`config.mk`:
```
export PLATFORM = sky130hd
export DESIGN_NAME = dest_reg_hazard_unit
export DESIGN_NICKNAME = d
export VERILOG_FILES = /design/src/rtl/dest_reg_hazard_unit.sv
export SDC_FILE = /design/constraint.sdc
export NUM_CORES = 1
export LEC_CHECK = 0
export BUFFER_PORTS_ARGS = -buffer_cell sky130_fd_sc_hd__buf_4
export CORE_ASPECT_RATIO = 0.6
export CORE_MARGIN = 2
export CORE_UTILIZATION = 43
export CTS_CLUSTER_SIZE = 28
export DETAILED_ROUTE_END_ITERATION = 7
export GPL_TIMING_DRIVEN = 0
export HOLD_SLACK_MARGIN = 0.06
export MAX_ROUTING_LAYER = met4
export PLACE_DENSITY = 0.67
export SKIP_CTS_REPAIR_TIMING = 1
export SYNTH_ARGS = -nofsm -noshare
export SYNTH_HDL_FRONTEND = slang
export SYNTH_SLANG_ARGS = --single-unit
export TNS_END_PERCENT = 100
```
`constraint.sdc`:
```
create_clock -name Clk -period 1.9 [get_ports Clk]
set_input_delay 0.19 -clock Clk [delete_from_list [all_inputs] [get_ports Clk]]
set_output_delay 0.19 -clock Clk [all_outputs]
set_load 0.01 [all_outputs]
```
`src/rtl/dest_reg_hazard_unit.sv`:
```
// dest_reg_hazard_unit
// Carries the selected destination register and its RegWrite/MemRead
// qualifiers from ID through EX, MEM and WB. From those copies it derives
// the EX operand forwarding selects, the ID register-file bypass selects,
// the load-use stall and the register-file write port.
module dest_reg_hazard_unit (
    input  logic       Clk,
    input  logic       Rst_n,
    input  logic [4:0] WriteReg_ID,
    input  logic       RegWrite_ID,
    input  logic       MemRead_ID,
    input  logic [4:0] Rs_ID,
    input  logic [4:0] Rt_ID,
    input  logic       Flush,
    output logic       Stall,
    output logic [1:0] ForwardA,
    output logic [1:0] ForwardB,
    output logic       BypassA_ID,
    output logic       BypassB_ID,
    output logic [4:0] MEM_WriteReg,
    output logic [4:0] WB_WriteReg,
    output logic       WB_RegWrite
);

    // A stage "produces" a source register when it writes a non-zero
    // register whose number matches; register 0 never matches.
    function automatic logic dest_hit(
        input logic       rw,
        input logic [4:0] wr,
        input logic [4:0] src
    );
        return rw && (wr != 5'd0) && (wr == src);
    endfunction

    // Forward select for one EX operand; the younger MEM result wins over WB.
    function automatic logic [1:0] fwd_sel(
        input logic       mem_rw,
        input logic [4:0] mem_wr,
        input logic       wb_rw,
        input logic [4:0] wb_wr,
        input logic [4:0] src
    );
        logic [1:0] sel;
        if (dest_hit(mem_rw, mem_wr, src)) begin
            sel = 2'b10;
        end else if (dest_hit(wb_rw, wb_wr, src)) begin
            sel = 2'b01;
        end else begin
            sel = 2'b00;
        end
        return sel;
    endfunction

    // Pipeline registers
    logic [4:0] ex_wr_q,  ex_wr_d;
    logic       ex_rw_q,  ex_rw_d;
    logic       ex_mr_q,  ex_mr_d;
    logic [4:0] ex_rs_q,  ex_rs_d;
    logic [4:0] ex_rt_q,  ex_rt_d;
    logic [4:0] mem_wr_q, mem_wr_d;
    logic       mem_rw_q, mem_rw_d;
    logic [4:0] wb_wr_q,  wb_wr_d;
    logic       wb_rw_q,  wb_rw_d;

    logic       stall_s;
    logic       bubble_s;

    // Load-use detection: a load in EX whose destination is read in ID.
    always_comb begin
        stall_s = 1'b0;
        if (ex_mr_q && (dest_hit(ex_rw_q, ex_wr_q, Rs_ID) ||
                        dest_hit(ex_rw_q, ex_wr_q, Rt_ID))) begin
            stall_s = 1'b1;
        end else begin
            stall_s = 1'b0;
        end
    end

    // Next pipeline state: EX takes a bubble on stall or flush (a single
    // bubble when both occur), MEM and WB always advance.
    always_comb begin
        bubble_s = stall_s | Flush;
        ex_wr_d  = 5'd0;
        ex_rw_d  = 1'b0;
        ex_mr_d  = 1'b0;
        ex_rs_d  = 5'd0;
        ex_rt_d  = 5'd0;
        if (bubble_s) begin
            ex_wr_d = 5'd0;
            ex_rw_d = 1'b0;
            ex_mr_d = 1'b0;
            ex_rs_d = 5'd0;
            ex_rt_d = 5'd0;
        end else begin
            ex_wr_d = WriteReg_ID;
            ex_rw_d = RegWrite_ID;
            ex_mr_d = MemRead_ID;
            ex_rs_d = Rs_ID;
            ex_rt_d = Rt_ID;
        end
        mem_wr_d = ex_wr_q;
        mem_rw_d = ex_rw_q;
        wb_wr_d  = mem_wr_q;
        wb_rw_d  = mem_rw_q;
    end

    // Pipeline register bank; reset empties every stage at once.
    always_ff @(posedge Clk or negedge Rst_n) begin
        if (!Rst_n) begin
            ex_wr_q  <= 5'd0;
            ex_rw_q  <= 1'b0;
            ex_mr_q  <= 1'b0;
            ex_rs_q  <= 5'd0;
            ex_rt_q  <= 5'd0;
            mem_wr_q <= 5'd0;
            mem_rw_q <= 1'b0;
            wb_wr_q  <= 5'd0;
            wb_rw_q  <= 1'b0;
        end else begin
            ex_wr_q  <= ex_wr_d;
            ex_rw_q  <= ex_rw_d;
            ex_mr_q  <= ex_mr_d;
            ex_rs_q  <= ex_rs_d;
            ex_rt_q  <= ex_rt_d;
            mem_wr_q <= mem_wr_d;
            mem_rw_q <= mem_rw_d;
            wb_wr_q  <= wb_wr_d;
            wb_rw_q  <= wb_rw_d;
        end
    end

    // Output decode; purely combinational from pipeline state and ID inputs.
    always_comb begin
        Stall        = stall_s;
        ForwardA     = fwd_sel(mem_rw_q, mem_wr_q, wb_rw_q, wb_wr_q, ex_rs_q);
        ForwardB     = fwd_sel(mem_rw_q, mem_wr_q, wb_rw_q, wb_wr_q, ex_rt_q);
        BypassA_ID   = dest_hit(wb_rw_q, wb_wr_q, Rs_ID);
        BypassB_ID   = dest_hit(wb_rw_q, wb_wr_q, Rt_ID);
        MEM_WriteReg = mem_wr_q;
        WB_WriteReg  = wb_wr_q;
        WB_RegWrite  = wb_rw_q;
    end

endmodule

```
==> impl_metrics.csv, run 1 <==
group,metric,value,unit
layout,layout.nets,223,
setup_path,worstPathArrival,1.96,ns
setup_path,reg2reg_to,"ex_rs_q[1]",
global_route,grt_use_total,20.5,%
place,port_buffers,37,
synth,syn_nets,156,
synth,ys_warn_count,0,
drt,topRoutingLayerUsed,"met4",
clock_tree,cts_tree,"yes",
drt,drtAntennaViolNets,0,
hold_path,holdCritStartpoint,"MemRead_ID",
drt,wl_per_cell,15.4,um
drt,dr.pass1.iters,4,
sta,period_needed,2.15,ns
sta,drv_slew,0,
layout,area_delta_synth_final,50.5,%
sta,totalNegativeSetupSlack,-0.992,ns
clock_tree,clk_latency,0.29,ns
synth,synthCells,136,
global_route,grt_max_degree,30,
setup_path,critical_path_class,"reg2out",
place,place.gp.congestion,0.913,
layout,drive_above_1_share,50.0,%
synth,synthesis.area,0.00154,mm2
pwr,p_int,1340,uW
clock_tree,htreeDepth,2,
setup_path,start_kind,"register",
synth,synth_top_cell_area_share,47.2,%
global_route,grt.overflow.total,0,
clock_tree,cts_buffer_depth,2,
flow_run,cap_viol_max_count,0,
setup_path,reg2regPathDepth,6,
sta,hold_viol_final,0,
synth,synth-edff-count,0,
status,violations,"setup timing",
synth,ys_ff_latch,29,
setup_path,r2r_slack,0.14,ns
clock_tree,cts_root_buf,"clkbuf_8",
floorplan,die_w,81.2,um
global_route,grt_pass1_vias,1173,
setup_path,cp.required,1.71,ns
drt,vias,1207,
synth,syn_area_per_cell,11.3,um2
layout,multi_input_area,845,um2
pwr,p_switching,441,uW
clock_tree,clk_pin_slew,0.07,ns
sta,worst_clock_skew,0.00694,ns
status,status,"complete, but fails checks",
pwr,powerDensity,771,mW/mm2
synth,ys_types,21,
global_route,grt_pass1_wl,5770,um
pwr,clkPwrFrac,43.3,%
floorplan,design.core.area,0.00334,mm2
place,dp_hpwl,2630,um
drt,drt-initial-drc-count,97,
sta,maxSlewHeadroom,75.6,%
pwr,cellLeakagePower,0.00106,uW
drt,wl_met3,186,um
drt,drt-total-wl,3840,um
pwr,combPwrFrac,18.2,%
pwr,pwr-share-seq,38.5,%
sta,max_freq,0.465,GHz
pwr,ir_drop,0.416,mV
layout,seq_area,731,um2
sta,hold_ws,0.138,ns
pwr,netSwitchingFraction,24.7,%
setup_path,worstReg2RegStart,"ex_wr_q[0]",
place,post-place-ws,-0.125,ns
floorplan,dieArea,0.00409,mm2
hold_path,min_to,"ex_mr_q",
synth,synth-main-ff-cell,"dfrtp_1",
layout,fin_area,0.00231,mm2
floorplan,fp.dieH,50.3,um
hold_path,hp-class,"in2reg",
synth,ys_top_cells_by_count,"dfrtp_1, xnor2_1, xor2_1",
sta,setup_ws,-0.248,ns
floorplan,num_rows,16,
drt,via_per_inst,4.85,
layout,diodes,0,
drt,route.detailed.drc,0,
synth,ys_seq_area_share,47.2,%
global_route,antenna_found_initial,0,
place,placed_area,0.00187,mm2
synth,synth.area.top_cells,"dfrtp_1, xnor2_1, xor2_1",
synth,synth_most_common_cell,"dfrtp_1",
sta,worst_pin_slew,0.366,ns
setup_path,worstPathMaxFanout,5,
drt,dr_wl_met2,1730,um
floorplan,ios,38,
floorplan,start_util,46.0,%
synth,synthArstFlopShare,100,%
hold_path,holdPathStages,3,
layout,fillerInstances,224,
clock_tree,cts.sinks,29,
setup_path,cp-end-kind,"primary output",
clock_tree,numCtsBuffers,5,
sta,setup_violations,7,
sta,rsz0062_at_grt,"true",
sta,final.period_utilization,113,%
drt,drt-met1-wl,1880,um
synth,yosysTopAreaCell,"dfrtp_1",
logic make-up (layout without fill, tap and decap cells):
logic type,after synthesis,count (layout),synth area share (%)
AND/OR/NAND/NOR,37,37,15.5
XOR/XNOR,40,40,22.8
AO/OA/AOI/OAI,21,21,10.3
buffers and inverters,9,77,4.23
flip-flops,29,29,47.2
sequential cells by signal (all words and copies together), names as in the netlist:
name	cells
ex_wr_q	5
ex_rw_q	1
WB_RegWrite	1
ex_mr_q	1
mem_rw_q	1
MEM_WriteReg	5
ex_rt_q	5
WB_WriteReg	5
ex_rs_q	5
placed cells by master, fill, tap and decap left out, types with 5 or more instances in the layout:
cell type / instances
a21oi_1: 7
a21oi_2: 10
buf_4: 59
buf_6: 6
clkbuf_8: 5
dfrtp_1: 25
nand2b_1: 17
nand3_1: 6
xnor2_1: 21
xor2_1: 18
how the worst max path moves through the flow:
| stage | startpoint | to | slack, ns | cells past startpoint |
|---|---|---|---|---|
| CTS | WB_WriteReg[1] | ForwardA[0] | -0.44 | 6 |
| floorplan | MEM_WriteReg[1] | ForwardA[0] | 0.11 | 4 |
| global placement | WB_WriteReg[1] | ForwardA[0] | -0.11 | 6 |
| finish | WB_WriteReg[0] | ForwardB[0] | -0.25 | 5 |
| global route | WB_WriteReg[4] | ForwardB[0] | -0.34 | 6 |
| detailed placement | WB_WriteReg[1] | ForwardA[0] | -0.12 | 6 |
per-layer routing:
| layer | GRT usage, % | vias up |
|---|---|---|
| li1 | - | 587 |
| met1 | 28.4 | 577 |
| met2 | 28.2 | 39 |
| met3 | 5.58 | 4 |
| met4 | 8.47 | 0 |
| met5 | - | - |
layout make-up:
| cell class | instances | share of cell area [%] |
|---|---|---|
| Buffer | 9 | 4.00 |
| Clock buffer | 5 | 2.97 |
| Clock inverter | 3 | 2.81 |
| Multi-Input combinational cell | 98 | 36.5 |
| Sequential cell | 29 | 31.6 |
| Tap cell | 45 | 2.43 |
| Timing Repair Buffer | 60 | 19.7 |
through the flow:
| stage | util, % | instances | power (uW) |
|---|---|---|---|
| CTS | 60.0 | 226 | 1710 |
| detailed placement | 56.0 | 218 | 942 |
| floorplan | - | 136 | 832 |
| global route | 69.2 | 249 | 1860 |
| global placement | 56.0 | 218 | 934 |
| finish | 69.2 | 249 | 1780 |
power groups by stage:
stage          combinational [uW]  clock, uW  sequential (uW)
6_report                      325        773              686
5_1_grt                       350        814              691
4_1_cts                       246        776              685
3_5_place_dp                  245          0              697
3_3_place_gp                  239          0              695
2_1_floorplan                 139          0              693
worst max-delay path, cell delays in order, from the launching register on:
cell	delay (ns)
dfrtp_1	0.39
buf_4	0.18
xor2_1	0.17
or4_4	0.50
nor4_4	0.27
buf_4	0.15
Power figures use the tool's default switching activity.
==> run 2, diff against run 1 <==
ABC_AREA = 1   (was not set)
==> run 2 against run 1 <==
Against the previous run: the run now ends clean; die area fell by 4.9%; first-iteration DRC count fell by 53%; via count fell by 3.0%; clock power fell by 26%; clock skew fell by 0.0021 ns; fmax rose by 22%; utilization fell by 11 points; largest cell class is now flip-flops and latches; sequential power rose by 1%; highest routed layer unchanged; flip-flop and latch count did not move.
==> impl_metrics.csv, run 2 <==
group,metric,value,unit
drt,wl_per_cell,12.8,um
global_route,grt.overflow.total,0,
place,dp_hpwl,2490,um
sta,setup_ws,0.133,ns
setup_path,cp-end-kind,"primary output",
setup_path,slowest_delay,0.48,ns
layout,diodes,0,
clock_tree,cts_root_buf,"clkbuf_8",
sta,totalNegativeSetupSlack,0,ns
layout,seq_area,727,um2
synth,syn_nets,187,
synth,ys_warn_count,0,
layout,layout.nets,227,
clock_tree,cts.sinks,29,
status,status,"finished, final reports clean",
setup_path,reg2reg_to,"ex_rs_q[0]",
setup_path,crit_buf_inv,1,
synth,yosysTopAreaCell,"dfrtp_1",
sta,drv_slew,0,
drt,via_per_inst,4.63,
layout,multi_input_area,608,um2
flow_run,cap_viol_max_count,0,
setup_path,worstPathMaxFanout,6,
synth,synth_top_cell_area_share,49.8,%
global_route,grt_max_degree,30,
synth,synthesis.area,0.00146,mm2
setup_path,slowest_stage,"dfrtp_1",
clock_tree,cts_buffer_depth,2,
setup_path,reg2regPathDepth,8,
setup_path,critical_path_class,"reg2out",
floorplan,die_w,79.2,um
clock_tree,clk_pin_slew,0.07,ns
layout,layout_commonest_cell,"buf_4",
layout,fillerInstances,304,
drt,drt-initial-drc-count,46,
drt,vias,1171,
pwr,powerDensity,785,mW/mm2
place,port_buffers,37,
sta,setup_violations,0,
clock_tree,htreeDepth,2,
sta,hold_viol_final,0,
sta,max_freq,0.566,GHz
clock_tree,clk_latency,0.29,ns
drt,drt-total-wl,3230,um
synth,syn_area_per_cell,8.73,um2
floorplan,start_util,44.9,%
setup_path,r2r_slack,0.47,ns
floorplan,design.core.area,0.00324,mm2
place,post-place-ws,0.323,ns
synth,ys_top_cells_by_count,"dfrtp_1, nand2_1, inv_1",
sta,worst_clock_skew,0.00488,ns
floorplan,num_rows,16,
global_route,grt_use_total,19.0,%
setup_path,worstPathArrival,1.58,ns
setup_path,crit_family,"flip-flops",
layout,area_delta_synth_final,29.4,%
synth,synth-main-ff-cell,"dfrtp_1",
pwr,ir_drop,0.380,mV
clock_tree,cts_tree,"yes",
global_route,antenna_found_initial,0,
setup_path,start_kind,"register",
synth,synth.area.top_cells,"dfrtp_1, xnor2_1, nand2_1",
sta,worst_pin_slew,0.374,ns
synth,ys_types,16,
setup_path,cp.depth,5,
drt,drtAntennaViolNets,0,
setup_path,worstReg2RegStart,"ex_wr_q[1]",
setup_path,cp.required,1.71,ns
place,placed_area,0.00179,mm2
pwr,cellLeakagePower,0.00102,uW
synth,synth-edff-count,0,
hold_path,holdPathStages,3,
synth,synthCells,167,
place,place.gp.congestion,0.905,
sta,final.period_utilization,93.0,%
synth,ys_ff_latch,29,
sta,maxSlewHeadroom,75.1,%
layout,fin_area,0.00189,mm2
hold_path,hp-class,"in2reg",
hold_path,holdCritStartpoint,"WriteReg_ID[2]",
layout,drive_above_1_share,24.5,%
sta,rsz0062_at_grt,"false",
drt,dr.pass1.iters,4,
synth,synth_most_common_cell,"dfrtp_1",
synth,synthArstFlopShare,100,%
sta,period_needed,1.77,ns
drt,route.detailed.drc,0,
floorplan,dieArea,0.00389,mm2
clock_tree,numCtsBuffers,5,
global_route,grt_pass1_vias,1147,
floorplan,fp.dieH,49.1,um
hold_path,min_to,"ex_wr_q[2]",
layout,most-common-layout-cells,"buf_4, dfrtp_1, nand2_1",
global_route,grt_pass1_wl,5200,um
floorplan,ios,38,
setup_path,path_cells,"xor2_1 -> nor3_1 -> nand4_1 -> nor2_1 -> buf_4",
synth,ys_seq_area_share,49.8,%
## run 2: power by group
part / leakage, uW / switching (uW) / internal, uW / total [uW]
logic: 0.000592 / 104 / 110 / 214
registers: 0.000373 / 44.0 / 650 / 694
clock network: 0.0000542 / 246 / 327 / 573
total: 0.00102 / 394 / 1090 / 1480
## run 2: per-layer routing
layer  wire length (um)  vias up  track usage (%)
li1                   -      580                -
met1               1520      536             24.5
met2               1430       47             26.4
met3                226        8             6.48
met4                 61        0             10.3
met5                  0        -                -
## run 2: worst max path at each step
stage / slack (ns) / to / start
finish: 0.13 / ForwardB[0] / WB_WriteReg[3]
global route: 0.01 / ForwardA[0] / WB_WriteReg[2]
CTS: 0.009 / BypassB_ID / WB_WriteReg[0]
detailed placement: 0.32 / BypassB_ID / WB_WriteReg[0]
global placement: 0.33 / BypassB_ID / WB_WriteReg[2]
floorplan: 0.47 / BypassA_ID / WB_WriteReg[2]
## run 2: tightest hold or removal path, cell delays in order
cell	delay [ns]
buf_4	0.10
inv_1	0.04
nor2_1	0.03
## run 2: metrics by stage
stage                     std cells  power [uW]  hold slack, ns  util [%]
final                           253        1480           0.110      58.1
after global routing            253        1550           0.122      58.1
after CTS                       257        1490          -0.174      58.4
after detailed placement        249         923           0.136      55.2
after global placement          249         915           0.129      55.2
after floorplan                 167         818          -0.106         -
## run 2: logic make-up (layout without fill, tap and decap cells)
group                     Yosys count  after routing  synth area share (%)
and+or+nand+nor                    74             74                  22.1
xor gates and xnor gates           32             32                  19.2
buffers and inverters              31             72                  8.50
DFF                                29             29                  49.8
AOI/OAI and AO/OA                   1              1                 0.343
## run 2: layout make-up
| cell class | count | share of cell area, % |
|---|---|---|
| clock inverter | 1 | 0.265 |
| buffer | 1 | 0.597 |
| timing repair buffer | 38 | 15.3 |
| sequential | 29 | 38.6 |
| tap | 45 | 2.99 |
| inverter | 25 | 4.98 |
| clock buffer | 7 | 5.11 |
| multi-input combinational | 107 | 32.2 |
==> run 3, diff against run 2 <==
CORE_UTILIZATION = 50   (was 43)
CTS_BUF_LIST = sky130_fd_sc_hd__clkbuf_4 sky130_fd_sc_hd__clkbuf_8   (was not set)
PLACE_DENSITY = 0.76   (was 0.67)
==> run 3 against run 2 <==
Against the previous run: wire length down 3.3%; combinational power rose by 2%; die area down 13%; critical path depth is the same; register-to-register slack improved by 0.02 ns; global-route usage up 3.0 points; clock power fell by 14%; final cell count shrank 3.6%; first-iteration DRC count rose by 72%; sequential power about the same; critical endpoint unchanged; largest power group unchanged.
==> impl_metrics.csv, run 3 (synthesis gave the netlist of run 2 again) <==
group,metric,value,unit
sta,worst_clock_skew,0.00491,ns
drt,vias,1154,
clock_tree,cts_buffer_depth,2,
drt,route.detailed.drc,0,
sta,rsz0062_at_grt,"false",
clock_tree,cts_tree,"yes",
drt,dr.pass1.iters,4,
clock_tree,htreeDepth,2,
global_route,antenna_found_initial,0,
layout,multi_input_area,608,um2
floorplan,ios,38,
pwr,clkPwrFrac,35.1,%
global_route,grt.overflow.total,0,
clock_tree,clk_pin_slew,0.06,ns
pwr,p_int,1030,uW
sta,worst_pin_slew,0.360,ns
global_route,grt_use_total,22.0,%
setup_path,worstPathArrival,1.59,ns
layout,layout_commonest_cell,"buf_4",
setup_path,cp.depth,5,
flow_run,cap_viol_max_count,0,
pwr,powerDensity,751,mW/mm2
pwr,netSwitchingFraction,26.7,%
global_route,grt_pass1_vias,1147,
sta,final.period_utilization,93.7,%
layout,area_delta_synth_final,28.5,%
floorplan,num_rows,15,
clock_tree,cts.sinks,29,
drt,drt-initial-drc-count,79,
pwr,combPwrFrac,15.5,%
floorplan,start_util,51.8,%
clock_tree,numCtsBuffers,5,
sta,period_needed,1.78,ns
clock_tree,cts_root_buf,"clkbuf_8",
sta,hold_viol_final,0,
pwr,cellLeakagePower,0.00102,uW
place,placed_area,0.00178,mm2
layout,fin_area,0.00187,mm2
global_route,grt_pass1_wl,5060,um
sta,drv_slew,0,
pwr,pwr-share-seq,49.4,%
pwr,p_switching,375,uW
layout,seq_area,728,um2
layout,drive_above_1_share,25.7,%
floorplan,dieArea,0.00338,mm2
drt,wl_per_cell,12.8,um
place,post-place-ws,0.253,ns
layout,diodes,0,
setup_path,cp-end-kind,"primary output",
sta,max_freq,0.562,GHz
setup_path,start_kind,"register",
setup_path,slowest_stage,"dfrtp_1",
drt,drtAntennaViolNets,0,
drt,drt-total-wl,3120,um
drt,via_per_inst,4.73,
hold_path,holdPathStages,3,
layout,fin_util,66.5,%
setup_path,crit_family,"flip-flops",
floorplan,design.core.area,0.00282,mm2
status,status,"finished, final reports clean",
setup_path,cp.required,1.71,ns
floorplan,fp.dieH,45.8,um
place,place.gp.congestion,0.901,
place,port_buffers,37,
layout,fillerInstances,220,
place,dp_hpwl,2380,um
layout,most-common-layout-cells,"buf_4, nand2_1, dfrtp_1",
setup_path,slowest_delay,0.49,ns
setup_path,worstPathMaxFanout,6,
sta,setup_ws,0.121,ns
clock_tree,clk_latency,0.28,ns
floorplan,die_w,73.7,um
layout,stdcell_count,244,
layout,layout.nets,229,
setup_path,path_cells,"xor2_1 -> nor3_1 -> nand4_1 -> nor2_1 -> buf_4",
hold_path,hp-class,"in2reg",
sta,setup_violations,0,
place,post-place-cells,238,
setup_path,critical_path_class,"reg2out",
setup_path,crit_buf_inv,1,
sta,maxSlewHeadroom,76.0,%
global_route,grt_max_degree,30,
setup_path,reg2regPathDepth,8,
pwr,ir_drop,0.380,mV
## run 3: path summary, 6_finish.rpt
kind	from	endpoint	slack (ns)
max in group asynchronous	Rst_n	WB_WriteReg[3]	1.25
setup / recovery	WB_WriteReg[0]	ForwardB[0]	0.12
hold / removal	RegWrite_ID	ex_rw_q	0.13
min in group asynchronous	Rst_n	WB_WriteReg[1]	0.37
setup reg to reg	ex_wr_q[1]	ex_rt_q[0]	0.49
hold reg to reg	ex_rw_q	mem_rw_q	0.39
## run 3: tightest hold or removal path: stages
cell	delay, ns
buf_4	0.10
inv_1	0.04
nor2_1	0.03
## run 3: layout make-up
| cell class | instances | area share (%) |
|---|---|---|
| Tap cell | 34 | 2.27 |
| Sequential cell | 29 | 38.9 |
| Timing Repair Buffer | 40 | 16.2 |
| Inverter | 25 | 5.01 |
| Clock inverter | 2 | 0.534 |
| Clock buffer | 6 | 4.07 |
| Multi-Input combinational cell | 107 | 32.5 |
| Buffer | 1 | 0.601 |
## run 3: stage by stage
stage | power (uW) | hold slack (ns) | setup TNS, ns
after floorplan | 818 | -0.106 | 0
after global placement | 915 | 0.131 | 0
after detailed placement | 922 | 0.133 | 0
after CTS | 1420 | -0.170 | -0.118
after global routing | 1480 | 0.133 | 0
final | 1410 | 0.129 | 0
## run 3: power groups by stage
stage | sequential, uW | combinational [uW] | clock [uW]
2_1_floorplan | 692 | 126 | 0
3_3_place_gp | 691 | 223 | 0
3_5_place_dp | 693 | 228 | 0
4_1_cts | 682 | 229 | 506
5_1_grt | 699 | 244 | 535
6_report | 694 | 218 | 493
## run 3: routing by layer
| layer | global-route usage (%) | vias up | share of wire, % |
|---|---|---|---|
| li1 | - | 583 | - |
| met5 | - | - | 0 |
| met2 | 31.8 | 42 | 44 |
| met1 | 28.8 | 524 | 48 |
| met3 | 6.86 | 5 | 6.6 |
| met4 | 9.45 | 0 | 0.80 |
